File: src/rtl/rr_pkg.sv
// Shared constants and state type for the round-robin grant encoder.
package rr_pkg;

    localparam int unsigned N_REQ       = 4;
    localparam int unsigned IDX_W       = 2;
    localparam int unsigned TIMEOUT_DEF = 16;

    typedef enum logic [1:0] {
        IDLE    = 2'd0,
        GRANT   = 2'd1,
        RELEASE = 2'd2
    } rr_state_t;

endpackage

File: src/rtl/rr_pick.sv
// Combinational rotate-and-priority picker: first set request after ptr, wrapping.
module rr_pick
    import rr_pkg::*;
(
    input  logic [N_REQ-1:0] req,
    input  logic [IDX_W-1:0] ptr,
    output logic [IDX_W-1:0] idx,
    output logic             any
);

    // Walk from the farthest candidate (ptr itself) to the nearest, so the nearest wins.
    always_comb begin
        logic [IDX_W-1:0] cand;
        idx  = '0;
        any  = 1'b0;
        cand = '0;
        for (int k = N_REQ; k >= 1; k--) begin
            cand = ptr + IDX_W'(k);
            if (req[cand]) begin
                idx = cand;
                any = 1'b1;
            end
        end
    end

endmodule

File: src/rtl/rr_grant_encoder.sv
// Four-requester round-robin arbiter with binary grant index and valid strobe.
// Optional grant timeout is compiled in with the RR_TIMEOUT_EN macro.
module rr_grant_encoder
    import rr_pkg::*;
#(
    parameter int unsigned TIMEOUT = TIMEOUT_DEF
) (
    input  logic             clk,
    input  logic             rst_n,
    input  logic [N_REQ-1:0] req,
    input  logic             done,
    output logic [IDX_W-1:0] gnt_idx,
    output logic             gnt_valid,
    output logic             busy,
    output logic             timeout
);

    if (TIMEOUT < 2 || TIMEOUT > 255) begin : g_bad_timeout
        $error("rr_grant_encoder: TIMEOUT must be within 2..255");
    end

    rr_state_t        state_q, state_d;
    logic [IDX_W-1:0] gnt_idx_q, gnt_idx_d;
    logic             gnt_valid_q, gnt_valid_d;
    logic [IDX_W-1:0] ptr_q, ptr_d;
    logic [IDX_W-1:0] pick_idx;
    logic             pick_any;
    logic             owner_req, hit, rel;

    rr_pick u_pick (
        .req (req),
        .ptr (ptr_q),
        .idx (pick_idx),
        .any (pick_any)
    );

    assign owner_req = req[gnt_idx_q];
    assign rel       = done | ~owner_req | hit;

`ifdef RR_TIMEOUT_EN
    localparam int unsigned CNT_W = $clog2(TIMEOUT + 1);

    logic [CNT_W-1:0] cnt_q, cnt_d;
    logic             timeout_q;

    assign hit = (cnt_q == CNT_W'(TIMEOUT - 1));

    always_comb begin
        cnt_d = cnt_q;
        if (state_q == GRANT) begin
            cnt_d = rel ? '0 : cnt_q + CNT_W'(1);
        end
    end

    always_ff @(posedge clk) begin
        if (!rst_n) begin
            cnt_q     <= '0;
            timeout_q <= 1'b0;
        end else begin
            cnt_q     <= cnt_d;
            // Only a bare timeout is reported; done or withdrawal take precedence.
            timeout_q <= (state_q == GRANT) & hit & ~done & owner_req;
        end
    end

    assign timeout = timeout_q;
`else
    assign hit     = 1'b0;
    assign timeout = 1'b0;
`endif

    always_comb begin
        state_d     = state_q;
        gnt_idx_d   = gnt_idx_q;
        gnt_valid_d = gnt_valid_q;
        ptr_d       = ptr_q;
        case (state_q)
            IDLE: begin
                gnt_valid_d = pick_any;
                if (pick_any) begin
                    gnt_idx_d = pick_idx;
                    state_d   = GRANT;
                end
            end
            GRANT: begin
                if (rel) begin
                    gnt_valid_d = 1'b0;
                    ptr_d       = gnt_idx_q;
                    state_d     = RELEASE;
                end
            end
            RELEASE: state_d = IDLE;
            default: state_d = IDLE;
        endcase
    end

    always_ff @(posedge clk) begin
        if (!rst_n) begin
            state_q     <= IDLE;
            gnt_idx_q   <= '0;
            gnt_valid_q <= 1'b0;
            ptr_q       <= IDX_W'(N_REQ - 1);
        end else begin
            state_q     <= state_d;
            gnt_idx_q   <= gnt_idx_d;
            gnt_valid_q <= gnt_valid_d;
            ptr_q       <= ptr_d;
        end
    end

    assign gnt_idx   = gnt_idx_q;
    assign gnt_valid = gnt_valid_q;
    assign busy      = (state_q != IDLE);

endmodule

File: config.mk
export PLATFORM = sky130hd
export DESIGN_NAME = rr_grant_encoder
export DESIGN_NICKNAME = d
export VERILOG_FILES = /design/src/rtl/rr_pkg.sv /design/src/rtl/rr_pick.sv /design/src/rtl/rr_grant_encoder.sv
export SDC_FILE = /design/constraint.sdc
export NUM_CORES = 1
export LEC_CHECK = 0
export ABC_AREA = 1
export CORE_AREA = 5 5 42 44
export DETAILED_ROUTE_END_ITERATION = 16
export DIE_AREA = 0 0 47 49
export GPL_TIMING_DRIVEN = 0
export PLACE_DENSITY = 0.68
export SETUP_SLACK_MARGIN = 0.5
export SYNTH_ARGS = -nofsm -noshare
export SYNTH_HDL_FRONTEND = slang
export SYNTH_SLANG_ARGS = --single-unit
File: constraint.sdc
create_clock -name clk -period 1.2 [get_ports clk]
set_input_delay 0.24 -clock clk [delete_from_list [all_inputs] [get_ports clk]]
set_output_delay 0.24 -clock clk [all_outputs]
set_load 0.02 [all_outputs]
Word level (Yosys, flattened, before mapping)
Index checks and enable logic that the tools add are counted.
{ "classes": {"bitwise": 2, "mul": 0, "n_reduce_logical": 7, "shift": 0, "add_sub_neg": 3, "div": 0, "n_lt_le_gt_ge": 5, "eq_ne": 3, "n_mux": 23} }
{ "op_table": {"columns": ["cell", "n"], "rows": [
  ["2-bit by 3-bit less-than comparator with 1-bit output (second input constant)", 5],
  ["2-bit 2-to-1 mux", 6],
  ["1-bit binary-select mux with 2-bit select", 5],
  ["1-bit 2-to-1 mux", 10],
  ["2-bit AND reduction", 4],
  ["2-bit adder (second input constant)", 2],
  ["2-bit != test (second input constant)", 2],
  ["2-bit one-hot mux with 2 select lines", 1],
  ["2-bit nonzero test", 2],
  ["2-bit by 1-bit adder with 2-bit output (second input constant)", 1],
  ["2-bit by 1-bit equality test with 1-bit output (second input constant)", 1],
  ["2-bit logical NOT", 1],
  ["1-bit one-hot mux with 2 select lines", 1],
  ["1-bit NOT", 1],
  ["1-bit OR", 1]
]} }
{ "word_totals": {"ram_bits": 0, "mem_bits_ro": 0, "output_inout_bits": 5, "mem_count": 0, "regBits": 7, "latch_bits": 0, "word_cells": 47} }

Longest topological paths before layout
Gate-level depths: netlist of run 1.
{ "logic_depth": {"depth_word": 8, "ltp_mapped": 12, "mapped_depth_nobuf": 11} }

By module
Synthesis of run 1 repeated with hierarchy kept, for this count alone.
{ "unflattened": {"cells_unflattened": 97, "area_unflattened_um2": 571.8} }
{ "by_module_without_submodules": {"columns": ["mod", "cells_each", "area_per_inst_um2", "instances", "seq_area_each_um2"], "rows": [
  ["rr_grant_encoder", 48, 345.3, 1, 140.1],
  ["rr_pick", 49, 226.5, 1, 0.0]
]} }

Worst setup path after synthesis of run 1
Ideal clock, no wire load.
{ "synth_path": {"path_kind": "register to register", "start": "register gnt_idx_q[0], in the netlist gnt_idx[0]", "end": "register gnt_valid_q, in the netlist gnt_valid", "path_buffers": 0, "setup_ps": 70, "stages_incl_launch_ff": 7, "t_arrival_ps": 1114, "required_ps": 1130, "setup_slack_ps": 16, "cell_sequence": "dfxtp_1 > o21ai_0 > o21ai_1 > nand2_1 > nand2_1 > nand3_1 > a21oi_1"} }
{ "synth_via": {"elab_chain_cells": 6} }
{ "synth_rtl": {"columns": ["item", "line_no", "source"], "rows": [
  ["from (decl)", "rr_grant_encoder.sv:23", "logic [IDX_W-1:0] gnt_idx_q, gnt_idx_d;"],
  ["from (signal assigned)", "rr_grant_encoder.sv:105", "gnt_idx_q <= gnt_idx_d;"],
  ["1-bit binary-select mux with 2-bit select", "rr_grant_encoder.sv:37", "assign owner_req = req[gnt_idx_q];"],
  ["1-bit 2-to-1 mux (implied by the code)", "rr_grant_encoder.sv:37", null],
  ["1-bit NOT", "rr_grant_encoder.sv:38", "assign rel = done | ~owner_req | hit;"],
  ["1-bit OR", "rr_grant_encoder.sv:38", null],
  ["2-bit != test (no source line)", null, null],
  ["2-bit AND reduction (no source line)", null, null],
  ["to (signal assigned)", "rr_grant_encoder.sv:106", "gnt_valid_q <= gnt_valid_d;"],
  ["to (decl)", "rr_grant_encoder.sv:24", "logic gnt_valid_q, gnt_valid_d;"]
]} }
No other way between the ends. The select of a mux whose other input is x is not followed.
A chain may end at the register's enable or synchronous reset.

Worst setup path in the final report of run 1
{ "layout_path": {"start": "register ptr_q[1]", "end": "register gnt_idx_q[1], in the netlist gnt_idx[1]"} }
{ "layout_via": {"elab_chain_cells": 7} }
{ "layout_rtl": {"columns": ["item", "line_no", "source"], "rows": [
  ["from (decl)", "rr_grant_encoder.sv:25", "logic [IDX_W-1:0] ptr_q, ptr_d;"],
  ["from (signal assigned)", "rr_grant_encoder.sv:102", "ptr_q <= IDX_W'(N_REQ - 1);"],
  ["from (signal assigned)", "rr_grant_encoder.sv:107", "ptr_q <= ptr_d;"],
  ["2-bit adder / 1-bit binary-select mux with 2-bit select (equally long branches)", "rr_pick.sv:18, rr_pick.sv:19", null],
  ["1-bit binary-select mux with 2-bit select / 1-bit 2-to-1 mux (equally long branches)", "rr_pick.sv:19", "if (req[cand]) begin"],
  ["1-bit 2-to-1 mux (implied by the code)", "rr_pick.sv:19", null],
  ["1-bit 2-to-1 mux (3 in a row)", "rr_pick.sv:19", null],
  ["2-bit AND reduction (no source line)", null, null]
]} }
Several ways; a longest one is shown, not always the timed one. The select of a mux whose other input is x is not followed.

==> flow_metrics.tcl, run 1 <==
set metrics [dict create \
    outcome "finished with violations" \
    violations "setup timing" \
    core_area_mm2 0.00140 \
    setup_ws_ps -84.4 \
    port_buffers 10 \
    drt_iter0_markers 14 \
    final_common_cell "nand2_1" \
    max_freq_mhz 779 \
    cap_violations 0 \
    numCtsBuffers 3 \
    rows 14 \
    nFillCells 120 \
    ctsHtreeMaxLevel 1 \
    most-common-layout-cells "18 x nand2_1, 16 x nand2_2, 10 x inv_1, 10 x buf_4, 7 x buf_6" \
    globalplace.congestion 0.867 \
    root_buffer "clkbuf_4" \
    leakagePower_nw 0.498 \
    cts_hold_buf 0 \
    syn2layout_area_growth_pct 65.2 \
    yosysSeqAreaShare_pct 25.2 \
    syn-instance-count 93 \
    grt_antenna_before_repair 0 \
    routed-via-count 631 \
    design.die.area_mm2 0.00230 \
    min_period_ps 1280 \
    drc_errors 0 \
    first_pass_iters 4 \
    min_period_over_period_pct 107 \
    clkSlewWorstSetupHoldPaths_ps 50 \
    nets 127 \
    grt_pass1_wl_um 2260 \
    startpoint_type "flip-flop" \
    die_width_um 47 \
    clock_skew_ps 0.681 \
    cts_tree "built" \
    layout-drive-gt1-share_pct 58.8 \
    syn-num-nets 100 \
    grt_pass1_vias 584 \
    arrival_ps 1430 \
    setup_viol 2 \
    yosys_warnings 0 \
    synth_area_per_cell_um2 5.99 \
    crit_type "reg2reg" \
    hold_slack_ps 497 \
    clock_sinks 7 \
    num_io_pins 12 \
    power_mw 1.62 \
    worstSkewPairLatency_ps 250 \
    dp_hpwl_um 945 \
    grt_max_degree 7 \
    vdd_drop_max_uv 1200 \
    required_ps 1340 \
    die_h_um 49 \
    synth_seq_cells 7 \
    powerDensity_mw_per_mm2 1760 \
    clk_path_buf_depth 2 \
    crit_path_end_kind "flip-flop" \
    synth.cell_area_um2 557 \
    postRouteAntennaNets 0 \
    routed_via_density 4.67 \
    crit_fanout 5 \
    maxSlewViolCount 0 \
    n_antenna_cell 0 \
    initial_core_util_pct 39.7 \
    timing_hold_violations_final 0 \
    rsz0062_at_grt "true" \
    hold_path_class "reg2reg" \
    wire_per_inst_um 11.5 \
    synth.distinct_cells 20 \
    routed_wl_um 1550 \
    gr-total-overflow 0 \
    track_usage_pct 13.1 \
]
==> report_power, final <==
group | switching (mW) | internal [mW]
Sequential | 0.0717 | 0.304
Combinational | 0.538 | 0.486
Clock | 0.0901 | 0.127
Total | 0.699 | 0.917
==> layout make-up <==
type | count | area, um^2 | area share [%]
timing repair buffer | 22 | 210 | 22.9
multi-input combinational | 66 | 413 | 44.9
buffer | 2 | 18.8 | 2.04
inverter | 18 | 77.6 | 8.44
tap | 16 | 20.0 | 2.18
sequential | 7 | 154 | 16.7
clock buffer | 4 | 26.3 | 2.86
==> cells in the mapped netlist <==
cell type / count / area, um^2
a21oi_1: 3 / 15.0
a21oi_2: 1 / 8.76
and2_4: 1 / 8.76
buf_4: 1 / 7.51
buf_6: 1 / 11.3
conb_1: 1 / 3.75
dfxtp_1: 7 / 140
inv_1: 15 / 56.3
inv_2: 2 / 7.51
inv_6: 1 / 8.76
nand2_1: 32 / 120
nand2_2: 4 / 25.0
nand2_4: 3 / 33.8
nand3_1: 8 / 40.0
nor2_1: 5 / 18.8
nor2_2: 2 / 12.5
o211ai_1: 2 / 15.0
o21ai_0: 2 / 10.0
o21ai_1: 1 / 5.00
o21ai_2: 1 / 8.76
==> cells by family after synthesis <==
| kind of cell | share of synthesized area (%) |
|---|---|
| and+or+nand+nor | 46.5 |
| AOI/OAI and AO/OA | 11.2 |
| buffers and inverters | 16.4 |
| DFF | 25.2 |
| other | 0.674 |
==> what timing repair did <==
item | CTS | global route
endpoints found under the hold margin | 0 | 0
endpoints found under the setup margin | 11 | 11
cloned | 1 | 0
pin swaps | 4 | 9
setup buffers | 5 | 6
gates resized for setup | 38 | 26
==> sequential cells by signal, summed over array words and instances, names as in the netlist <==
signal and count:
gnt_idx 2, ptr_q 2, state_q 2, gnt_valid 1
==> critical path, stage by stage (launching register included) <==
cell and delay (ps):
dfxtp_2 350, inv_1 150, nand2_1 100, nand2_2 120, nand2_2 80, buf_4 140, nand3_1 50, nand2_1 60
nand2_1 80, a21oi_2 50
==> worst paths after layout <==
path | slack [ps] | startpoint | cells past startpoint | to
worst min register to register | 500 | gnt_valid$_SDFFE_PN0P_ | 2 | gnt_valid$_SDFFE_PN0P_
worst min-delay path | 500 | gnt_valid$_SDFFE_PN0P_ | 2 | gnt_valid$_SDFFE_PN0P_
worst max register to register | -80 | ptr_q[1]$_SDFFE_PN1P_ | 9 | gnt_idx[1]$_SDFFE_PN0P_
worst max-delay path | -80 | ptr_q[1]$_SDFFE_PN1P_ | 9 | gnt_idx[1]$_SDFFE_PN0P_
==> metal layers <==
layer	up-vias	GRT usage [%]	wire length [um]
met5	-	0	0
met4	0	8.76	70
met3	7	2.58	66
met2	19	21.0	840
met1	272	14.8	574
li1	333	-	-
==> through the flow <==
step                worst slack (ps)  instances  instance area (um^2)  TNS, ps  utilization (%)
floorplan                       80.3         93                   582        0                -
global placement                -352        119                   702    -1980             50.1
detailed placement              -358        119                   702    -2070             50.1
CTS                            -13.9        129                   806    -21.2             57.5
global route                    -159        135                   920     -397             65.6
finish                         -84.4        135                   920     -137             65.6
(Power assumes the default switching activity.)
==> run 2, diff against run 1 <==
--- a/config.mk
+++ b/config.mk
@@ -12,6 +12,7 @@
 export GPL_TIMING_DRIVEN = 0
 export PLACE_DENSITY = 0.68
 export SETUP_SLACK_MARGIN = 0.5
+export SKIP_LAST_GASP = 1
 export SYNTH_ARGS = -nofsm -noshare
 export SYNTH_HDL_FRONTEND = slang
 export SYNTH_SLANG_ARGS = --single-unit
==> run 2 against run 1 <==
Cell area down 1.2%. Clock-buffer cell count unchanged. Sequential share of layout area grew 0.21 points. Core utilization is 0.80 points lower. Wire length decreased by 1.8%. Highest routed layer unchanged. Die area is the same. The run still ends with setup timing left. Power shrank 1.4%. Register-to-register slack about the same. Global-route usage grew 0.35 points.
==> flow_metrics.tcl, run 2 (synthesis results as in run 1) <==
set metrics [dict create \
    cpMostUsedCell "nand2_1" \
    hold_path_class "reg2reg" \
    setup_viol 2 \
    required_ps 1340 \
    crit_buf_inv 3 \
    wire_per_inst_um 11.4 \
    cts_tree "built" \
    ctsHtreeMaxLevel 1 \
    crit_type "reg2reg" \
    design.die.area_mm2 0.00230 \
    cts_hold_buf 0 \
    num_io_pins 12 \
    rows 14 \
    die_width_um 47 \
    core_area_mm2 0.00140 \
    grt_pass1_wl_um 2300 \
    crit_path_top_delay_cell "dfxtp_2" \
    min_period_over_period_pct 107 \
    numCtsBuffers 3 \
    grt_max_degree 7 \
    rsz0062_at_grt "true" \
    p_seq_share_pct 23.5 \
    layout-drive-gt1-share_pct 58.5 \
    power_mw 1.59 \
    clock_sinks 7 \
    seq_area_um2 154 \
    cell_internal_pwr_mw 0.903 \
    setup_ws_ps -81.1 \
    dp_hpwl_um 945 \
    initial_core_util_pct 39.7 \
    maxSlewViolCount 0 \
    comb_power_share_pct 62.8 \
    grt_pass1_vias 588 \
    clock_skew_ps 0.326 \
    gr-total-overflow 0 \
    globalplace.congestion 0.867 \
    die_h_um 49 \
    clkPwrFrac_pct 13.7 \
    min_period_ps 1280 \
    nFillCells 123 \
    leakagePower_nw 0.491 \
    root_buffer "clkbuf_4" \
    routed_wl_um 1520 \
    track_usage_pct 13.5 \
    routed-via-count 621 \
    p_sw_mw 0.690 \
    violations "setup timing" \
    powerDensity_mw_per_mm2 1750 \
    vdd_drop_max_uv 1180 \
    fin_util_pct 64.8 \
    clkSlewWorstSetupHoldPaths_ps 50 \
    routed_via_density 4.63 \
    path_cells "buf_6 -> inv_8 -> nand2_1 -> nand2_2 -> nand2_2 -> buf_4 -> nand3_1 -> nand2_1 -> nand2_1 -> a21oi_2" \
    drt_iter0_markers 8 \
    outcome "finished with violations" \
    final_common_cell "nand2_1" \
    cap_violations 0 \
    port_buffers 10 \
    multi_input_area_um2 413 \
    crit_path_end_kind "flip-flop" \
    timing_hold_violations_final 0 \
    arrival_ps 1420 \
    n_antenna_cell 0 \
    first_pass_iters 4 \
    max_freq_mhz 781 \
    startpoint_type "flip-flop" \
    drc_errors 0 \
    clk_path_buf_depth 2 \
    crit_fanout 6 \
    grt_antenna_before_repair 0 \
    max_stage_delay_ps 320 \
    postRouteAntennaNets 0 \
    cp_top_family "simple AND/OR/NAND/NOR gates" \
    swShare_pct 43.3 \
    most-common-layout-cells "18 x nand2_1, 16 x nand2_2, 10 x inv_1, 10 x buf_4" \
    syn2layout_area_growth_pct 63.1 \
    nets 126 \
    worstSkewPairLatency_ps 250 \
]
## run 2: cell types whose count changed in the layout (fill, tap and decap cells not counted), sizes merged
cell	delta
buf	-1
## run 2: power by group through the flow
stage | Clock (mW) | Combinational (mW) | Sequential (mW)
after detailed placement | 0 | 0.676 | 0.350
after floorplan | 0 | 0.480 | 0.373
final | 0.218 | 1.00 | 0.374
after global routing | 0.245 | 1.10 | 0.383
after CTS | 0.227 | 0.798 | 0.358
after global placement | 0 | 0.671 | 0.349
## run 2: final cells by class
type                       count  area share (%)
clock buffer                   4            2.89
timing repair buffer          21            21.9
sequential                     7            16.9
multi-input combinational     66            45.5
inverter                      18            8.54
tap                           16            2.20
buffer                         2            2.07
## run 2: timing repair
action                                  CTS  global route
cloned                                    1             0
endpoints found under the setup margin   11            11
pin swaps                                 4             8
buffers inserted                          5             5
gates resized for setup                  37            26
## run 2: through the flow
| step | setup TNS [ps] | cell area, um^2 | instances | hold slack, ps | setup WS [ps] |
|---|---|---|---|---|---|
| 2_1_floorplan | 0 | 582 | 93 | 339 | 80.3 |
| 5_1_grt | -332 | 908 | 134 | 518 | -147 |
| 6_report | -127 | 908 | 134 | 499 | -81.1 |
| 3_5_place_dp | -2070 | 702 | 119 | 479 | -358 |
| 4_1_cts | -21.2 | 802 | 129 | 501 | -13.9 |
| 3_3_place_gp | -1980 | 702 | 119 | 478 | -352 |
## run 2: final timing paths
path,from,end,slack (ps),depth (start not counted)
worst max register to register,ptr_q[0]$_SDFFE_PN1P_,gnt_idx[1]$_SDFFE_PN0P_,-80,10
worst min-delay path,gnt_valid$_SDFFE_PN0P_,gnt_valid$_SDFFE_PN0P_,500,2
worst max-delay path,ptr_q[0]$_SDFFE_PN1P_,gnt_idx[1]$_SDFFE_PN0P_,-80,10
worst min register to register,gnt_valid$_SDFFE_PN0P_,gnt_valid$_SDFFE_PN0P_,500,2
## run 2: per-layer routing
metal	vias to the layer above	GRT usage (%)	wire length, um
met3	8	2.21	46
li1	329	-	-
met1	268	14.8	588
met5	-	0	0
met4	0	7.83	68
met2	16	22.9	822
## run 2: worst reg2reg max path, cell delays in order (launching register included)
cell,delay (ps)
dfxtp_2,320
buf_6,130
inv_8,70
nand2_1,80
nand2_2,100
nand2_2,70
buf_4,140
nand3_1,50
nand2_1,60
nand2_1,90
a21oi_2,50
